===== src/rtl/coherence_bus_arbiter.sv =====
// Round-robin snoop-bus arbiter and fill-source router for two cache controllers.
// Optional memory-wait watchdog and sticky bus_error port: define BUS_TIMEOUT_EN.
module coherence_bus_arbiter #(
  parameter int unsigned TIMEOUT_CYC = 255
) (
  input  logic             clk,
  input  logic             rst,
  input  logic [1:0]       read_miss,
  input  logic [1:0]       write_miss,
  input  logic [1:0]       invalidate,
  input  logic [1:0]       u_re,
  input  logic [1:0]       u_we,
  input  logic [1:0][12:0] BICO,
  input  logic [1:0]       cpu_search_found,
  input  logic [1:0][1:0]  block_state,
  input  logic [1:0][15:0] send_other_proc_data,
  input  logic             u_rdy,
  output logic [1:0]       grant,
  output logic [1:0][1:0]  cpu_datasel,
  output logic [1:0][12:0] BOCI,
  output logic [1:0]       cpu_search,
  output logic [1:0]       invalidate_from_other_cpu,
  output logic [1:0][15:0] other_proc_data,
`ifdef BUS_TIMEOUT_EN
  output logic             bus_error,
`endif
  output logic             bus_busy
);

  localparam logic [1:0] BS_SHARED   = 2'b01;
  localparam logic [1:0] BS_MODIFIED = 2'b10;
  localparam logic [1:0] SEL_DMEM    = 2'b00;
  localparam logic [1:0] SEL_OTHER   = 2'b01;

  typedef enum logic [2:0] {
    S_IDLE     = 3'd0,
    S_SNOOP    = 3'd1,
    S_RESP     = 3'd2,
    S_MEM_WAIT = 3'd3,
    S_INVAL    = 3'd4,
    S_DONE     = 3'd5
  } state_t;

  typedef enum logic [2:0] {
    RT_INV = 3'd0,
    RT_WM  = 3'd1,
    RT_RM  = 3'd2,
    RT_UWE = 3'd3,
    RT_URE = 3'd4
  } req_t;

  function automatic logic [1:0] core_onehot(input logic idx);
    return idx ? 2'b10 : 2'b01;
  endfunction

  state_t            state_q, state_d;
  req_t              type_q, type_d;
  logic              rr_q, rr_d;
  logic              w_q, w_d;
  logic [12:0]       addr_q, addr_d;
  logic [1:0]        grant_q, grant_d;
  logic [1:0]        search_q, search_d;
  logic [1:0]        inval_q, inval_d;
  logic [1:0][1:0]   sel_q, sel_d;
  logic [1:0][12:0]  boci_q, boci_d;
  logic [1:0][15:0]  opd_q, opd_d;
  logic              busy_q, busy_d;
  logic [1:0]        req_s;
  logic              hit_s;

`ifdef BUS_TIMEOUT_EN
  localparam logic [7:0] TMO_LIM = 8'(TIMEOUT_CYC - 1);
  logic [7:0] cnt_q, cnt_d;
  logic       err_q, err_d;
  logic       tmo_s;
`else
  localparam int unsigned unused_timeout_cyc = TIMEOUT_CYC;
`endif

  assign req_s = read_miss | write_miss | invalidate | u_re | u_we;

  // Arbitration and transaction sequencing.
  always_comb begin
    state_d = state_q;
    type_d  = type_q;
    rr_d    = rr_q;
    w_d     = w_q;
    addr_d  = addr_q;
    hit_s   = 1'b0;
`ifdef BUS_TIMEOUT_EN
    tmo_s   = 1'b0;
`endif
    case (state_q)
      S_IDLE: begin
        if (req_s[rr_q] || req_s[~rr_q]) begin
          w_d    = req_s[rr_q] ? rr_q : ~rr_q;
          addr_d = BICO[w_d];
          if (invalidate[w_d]) begin
            type_d  = RT_INV;
            state_d = S_INVAL;
          end else if (write_miss[w_d]) begin
            type_d  = RT_WM;
            state_d = S_SNOOP;
          end else if (read_miss[w_d]) begin
            type_d  = RT_RM;
            state_d = S_SNOOP;
          end else if (u_we[w_d]) begin
            type_d  = RT_UWE;
            state_d = S_MEM_WAIT;
          end else begin
            type_d  = RT_URE;
            state_d = S_MEM_WAIT;
          end
        end else begin
          state_d = S_IDLE;
        end
      end
      S_SNOOP: state_d = S_RESP;
      S_RESP: begin
        hit_s   = cpu_search_found[~w_q] &&
                  (block_state[~w_q] == BS_SHARED || block_state[~w_q] == BS_MODIFIED);
        state_d = hit_s ? S_DONE : S_MEM_WAIT;
      end
      S_MEM_WAIT: begin
        if (u_rdy) begin
          state_d = S_DONE;
`ifdef BUS_TIMEOUT_EN
        end else if (cnt_q == TMO_LIM) begin
          tmo_s   = 1'b1;
          state_d = S_DONE;
`endif
        end else begin
          state_d = S_MEM_WAIT;
        end
      end
      S_INVAL: state_d = S_DONE;
      S_DONE: begin
        rr_d    = ~w_q;
        state_d = S_IDLE;
      end
      default: state_d = S_IDLE;
    endcase
  end

  // Output next-values, aligned so each registered strobe is high during its state.
  always_comb begin
    sel_d  = sel_q;
    boci_d = boci_q;
    opd_d  = opd_q;
    busy_d = (state_d != S_IDLE);
    if (state_d == S_DONE) begin
      grant_d = core_onehot(w_d);
    end else begin
      grant_d = 2'b00;
    end
    if (state_d == S_SNOOP) begin
      search_d = core_onehot(~w_d);
    end else begin
      search_d = 2'b00;
    end
    // A write miss invalidates the other copy in RESP whether or not the snoop hit.
    if (state_d == S_INVAL || (state_d == S_RESP && type_d == RT_WM)) begin
      inval_d = core_onehot(~w_d);
    end else begin
      inval_d = 2'b00;
    end
    if (state_d == S_SNOOP || state_d == S_INVAL) begin
      boci_d[~w_d] = addr_d;
    end else begin
      boci_d = boci_q;
    end
    if (state_q == S_RESP && hit_s) begin
      sel_d[w_q] = SEL_OTHER;
      opd_d[w_q] = send_other_proc_data[~w_q];
    end else if (state_d == S_MEM_WAIT) begin
      sel_d[w_d] = SEL_DMEM;
    end else begin
      sel_d = sel_q;
    end
  end

`ifdef BUS_TIMEOUT_EN
  // Watchdog counter next-state; bus_error is sticky until reset.
  always_comb begin
    if (state_q == S_MEM_WAIT) begin
      cnt_d = cnt_q + 8'd1;
    end else begin
      cnt_d = 8'd0;
    end
    err_d = err_q | tmo_s;
  end

  // Watchdog registers.
  always_ff @(posedge clk) begin
    if (rst) begin
      cnt_q <= 8'd0;
      err_q <= 1'b0;
    end else begin
      cnt_q <= cnt_d;
      err_q <= err_d;
    end
  end

  assign bus_error = err_q;
`endif

  // State and output registers.
  always_ff @(posedge clk) begin
    if (rst) begin
      state_q  <= S_IDLE;
      type_q   <= RT_RM;
      rr_q     <= 1'b0;
      w_q      <= 1'b0;
      addr_q   <= 13'h0000;
      grant_q  <= 2'b00;
      search_q <= 2'b00;
      inval_q  <= 2'b00;
      sel_q    <= 4'h0;
      boci_q   <= 26'h0000000;
      opd_q    <= 32'h00000000;
      busy_q   <= 1'b0;
    end else begin
      state_q  <= state_d;
      type_q   <= type_d;
      rr_q     <= rr_d;
      w_q      <= w_d;
      addr_q   <= addr_d;
      grant_q  <= grant_d;
      search_q <= search_d;
      inval_q  <= inval_d;
      sel_q    <= sel_d;
      boci_q   <= boci_d;
      opd_q    <= opd_d;
      busy_q   <= busy_d;
    end
  end

  assign grant                     = grant_q;
  assign cpu_search                = search_q;
  assign invalidate_from_other_cpu = inval_q;
  assign cpu_datasel               = sel_q;
  assign BOCI                      = boci_q;
  assign other_proc_data           = opd_q;
  assign bus_busy                  = busy_q;

endmodule


===== config.mk =====
export PLATFORM = sky130hd
export DESIGN_NAME = coherence_bus_arbiter
export DESIGN_NICKNAME = d
export VERILOG_FILES = /design/src/rtl/coherence_bus_arbiter.sv
export SDC_FILE = /design/constraint.sdc
export NUM_CORES = 1
export LEC_CHECK = 0
export BUFFER_PORTS_ARGS = -buffer_cell sky130_fd_sc_hd__buf_2
export CAP_MARGIN = 20
export CELL_PAD_IN_SITES_DETAIL_PLACEMENT = 0
export CELL_PAD_IN_SITES_GLOBAL_PLACEMENT = 1
export CORE_UTILIZATION = 33
export CTS_CLUSTER_DIAMETER = 120
export DETAILED_ROUTE_END_ITERATION = 12
export HOLD_SLACK_MARGIN = 0.06
export PLACE_DENSITY_LB_ADDON = 0.12
export SLEW_MARGIN = 20
export SYNTH_ARGS = -nofsm -noshare
export SYNTH_HDL_FRONTEND = slang
export SYNTH_SLANG_ARGS = --single-unit
export TNS_END_PERCENT = 10

===== constraint.sdc =====
create_clock -name clk -period 2.51 [get_ports clk]
set_clock_uncertainty 0.1 [all_clocks]
set_input_delay 0.251 -clock clk [delete_from_list [all_inputs] [get_ports clk]]
set_output_delay 0.251 -clock clk [all_outputs]
set_load 0.01 [all_outputs]

==> out/metrics.csv <==
metric,value,unit
outcome,completed,
die_area,11600,um^2
async_flop_share,0,
ctsResizeCount,0,
worstSetupPathType,register to register,
worstPathMaxFanout,13,
final_nets,664,
grt_busiest_layer,met2,
wl,9.90,mm
cts_tree,yes,
cp_slowest_cell,dfxtp_1,
yosysMostFrequentCell,dfxtp_1,
firstDrtPassIters,4,
syn_inst,402,
vias_per_cell,4.73,
cts_made_buffers,9,
rr_startpoint,rr_q,
maxCapViolations,0,
gp_congestion,0.815,
ys_seq_area_frac,0.487,
synth.distinct_cells,46,
use_met1,0.226,
pwr-share-comb,0.354,
syn-cell-area,3700,um^2
overflow,0,
switching_share,0.338,
cpLargestDelayFamily,compound AO/OA/AOI/OAI gates,
cts_hold_buf,32,
start_util,0.339,
synth_edf_count,0,
syn_area_per_cell,9.19,um^2
p_switching,1.43,mW
ys_warn_count,0,
synth_commonest_cells,"90 x dfxtp_1, 47 x nor2_1, 42 x mux2i_1",
synth_nets,479,
synth_flop_cell,dfxtp_1,
hp-class,input pin to register,
clk_path_buf_depth,2,
grt_use_met3,0.0448,
ff2ff_path_depth,7,
cts.sinks,90,
post-route-drc-count,0,
coreArea,10900,um^2
p_leak,2.60,nW
cp.required,2690,ps
crit_path_cell_trace,inv_1 > o21ai_4 > a21oi_2 > o31a_4 > a41oi_4 > buf_12 > mux2i_1,
setup_viol,0,
crit_path_end,BOCI[24],
post_cts_buffers,0,
grt_max_degree,37,
ys_ff_latch,90,
num_vias,3461,
wire_per_inst,13.5,um
power.internal,2.80,mW
slew_headroom,0.644,
gr-usage-all-layers,0.170,
fmax,468,MHz
drt_iter0_drc,156,
p_clk_frac,0.215,
cts-root-buf,clkbuf_8,
portBuffers,145,
reg2reg_to,BOCI[24],
tightest_slew,534,ps
pwr-share-seq,0.432,
dieWidth,108,um
io_pins,146,
arrival,2310,ps
ant_nets,0,
yosys-top-cells-area,"dfxtp_1 49%, mux2i_1 11%, nor2_1 4.8%",
path_buf_inv,2,
hpwl,7.05,mm
min_period_over_period,0.851,
grt_pass1_wl,15.2,mm
drive_gt1_frac,0.316,
startpoint,rr_q,
endpoint_kind,register,
rsz0062_at_grt,no,
maxSlewViolCount,0,
path_clk_slew,90,ps
finalSetupTns,0,ps
n_antenna_cell,0,
rows,38,
post-route-util,0.477,
cp.depth,7,
ir_drop,0.000459,V
die_h,108,um
htreeDepth,3,
area_delta_synth_final,40.4,%
antenna_found_initial,0,
synth.largest_area_cell,dfxtp_1,
reg2reg_slack,370,ps
n_fill_cell,1088,
clk_latency,350,ps
yosysTopAreaCellShare,0.487,
grt_pass1_vias,3126,
period_needed,2140,ps
powerDensity,815,nW/um^2
max_stage_delay,570,ps
use_met2,0.268,
worstSetupStartpointType,register,
finalHoldViolations,0,
## layout make-up
cell class / instances / area (um^2) / share of cell area
clock inverter: 4 / 26.3 / 0.00506
multi-input combinational: 272 / 1730 / 0.332
inverter: 18 / 67.6 / 0.0130
sequential: 90 / 1800 / 0.347
tap: 140 / 175 / 0.0338
timing repair buffer: 196 / 1240 / 0.239
clock buffer: 12 / 155 / 0.0299
## cell families after synthesis
| logic type | synth area share |
|---|---|
| muxes | 0.114 |
| xor gates and xnor gates | 0.00474 |
| DFF | 0.487 |
| AOI/OAI and AO/OA | 0.141 |
| buffers and inverters | 0.0457 |
| and+or+nand+nor | 0.207 |
## sequential cells by signal (all words and copies together) (netlist names)
name                       cells
rr_q                           1
bus_busy                       1
addr_q                        13
grant                          2
BOCI                          26
state_q                        3
cpu_datasel                    4
other_proc_data               32
w_q                            1
cpu_search                     2
invalidate_from_other_cpu      2
type_q                         3
## metrics by stage
step,cell area (um^2),hold slack (ps),setup slack [ps],cells,total power [mW]
6_report,5190,130,374,732,4.23
5_1_grt,5190,147,190,732,4.52
4_1_cts,5190,117,366,732,4.29
3_5_place_dp,4690,346,106,684,3.33
3_3_place_gp,4690,338,152,684,3.30
2_1_floorplan,3700,287,212,402,2.76
## power by group through the flow
| stage | Clock, mW | Combinational (mW) | Sequential [mW] |
|---|---|---|---|
| floorplan | 0 | 0.858 | 1.90 |
| detailed placement | 0 | 1.47 | 1.86 |
| global placement | 0 | 1.44 | 1.86 |
| finish | 0.909 | 1.50 | 1.83 |
| global route | 1.01 | 1.65 | 1.86 |
| CTS | 0.948 | 1.51 | 1.83 |
## worst min path at each step
stage / startpoint / end / slack [ps] / depth (start not counted)
4_1_cts: BICO[3] / addr_q[3] / 120 / 3
2_1_floorplan: send_other_proc_data[0] / other_proc_data[16] / 290 / 2
3_3_place_gp: other_proc_data[24] / other_proc_data[24] / 340 / 2
6_report: BICO[3] / addr_q[3] / 130 / 3
5_1_grt: BICO[3] / addr_q[3] / 150 / 3
3_5_place_dp: other_proc_data[29] / other_proc_data[29] / 350 / 2
## worst min-delay path, stage by stage
cell and delay (ps):
buf_2 80, o221ai_1 150, inv_1 80
## cell usage in the layout (no fill, tap or decap), types with 2 or more instances in the layout
cell type and n:
a22oi_1 2, buf_2 145, nand3b_1 2, dfxtp_1 90, nand2_1 39, nor4_1 2
clkbuf_8 11, dlygate4sd3_1 32, o21ai_0 7, a21oi_1 22, nor3_1 8, nor2_1 47
buf_4 15, inv_1 18, a41oi_4 2, o21a_1 2, or3_1 15, clkinv_2 2
a32o_1 2, nand3_1 5, buf_12 4, a31oi_1 4, o41ai_1 2, o22ai_1 12
mux2i_1 42, nor2b_1 5, and3_1 4, xor2_1 2, nand2b_1 26
## per-layer routing
metal / up-vias / part of all wire
met2: 107 / 0.46
met5: - / 0
met4: 0 / 0.0079
met3: 6 / 0.051
li1: 1753 / -
met1: 1595 / 0.48
Note: power is estimated with default switching activity, not from simulation.
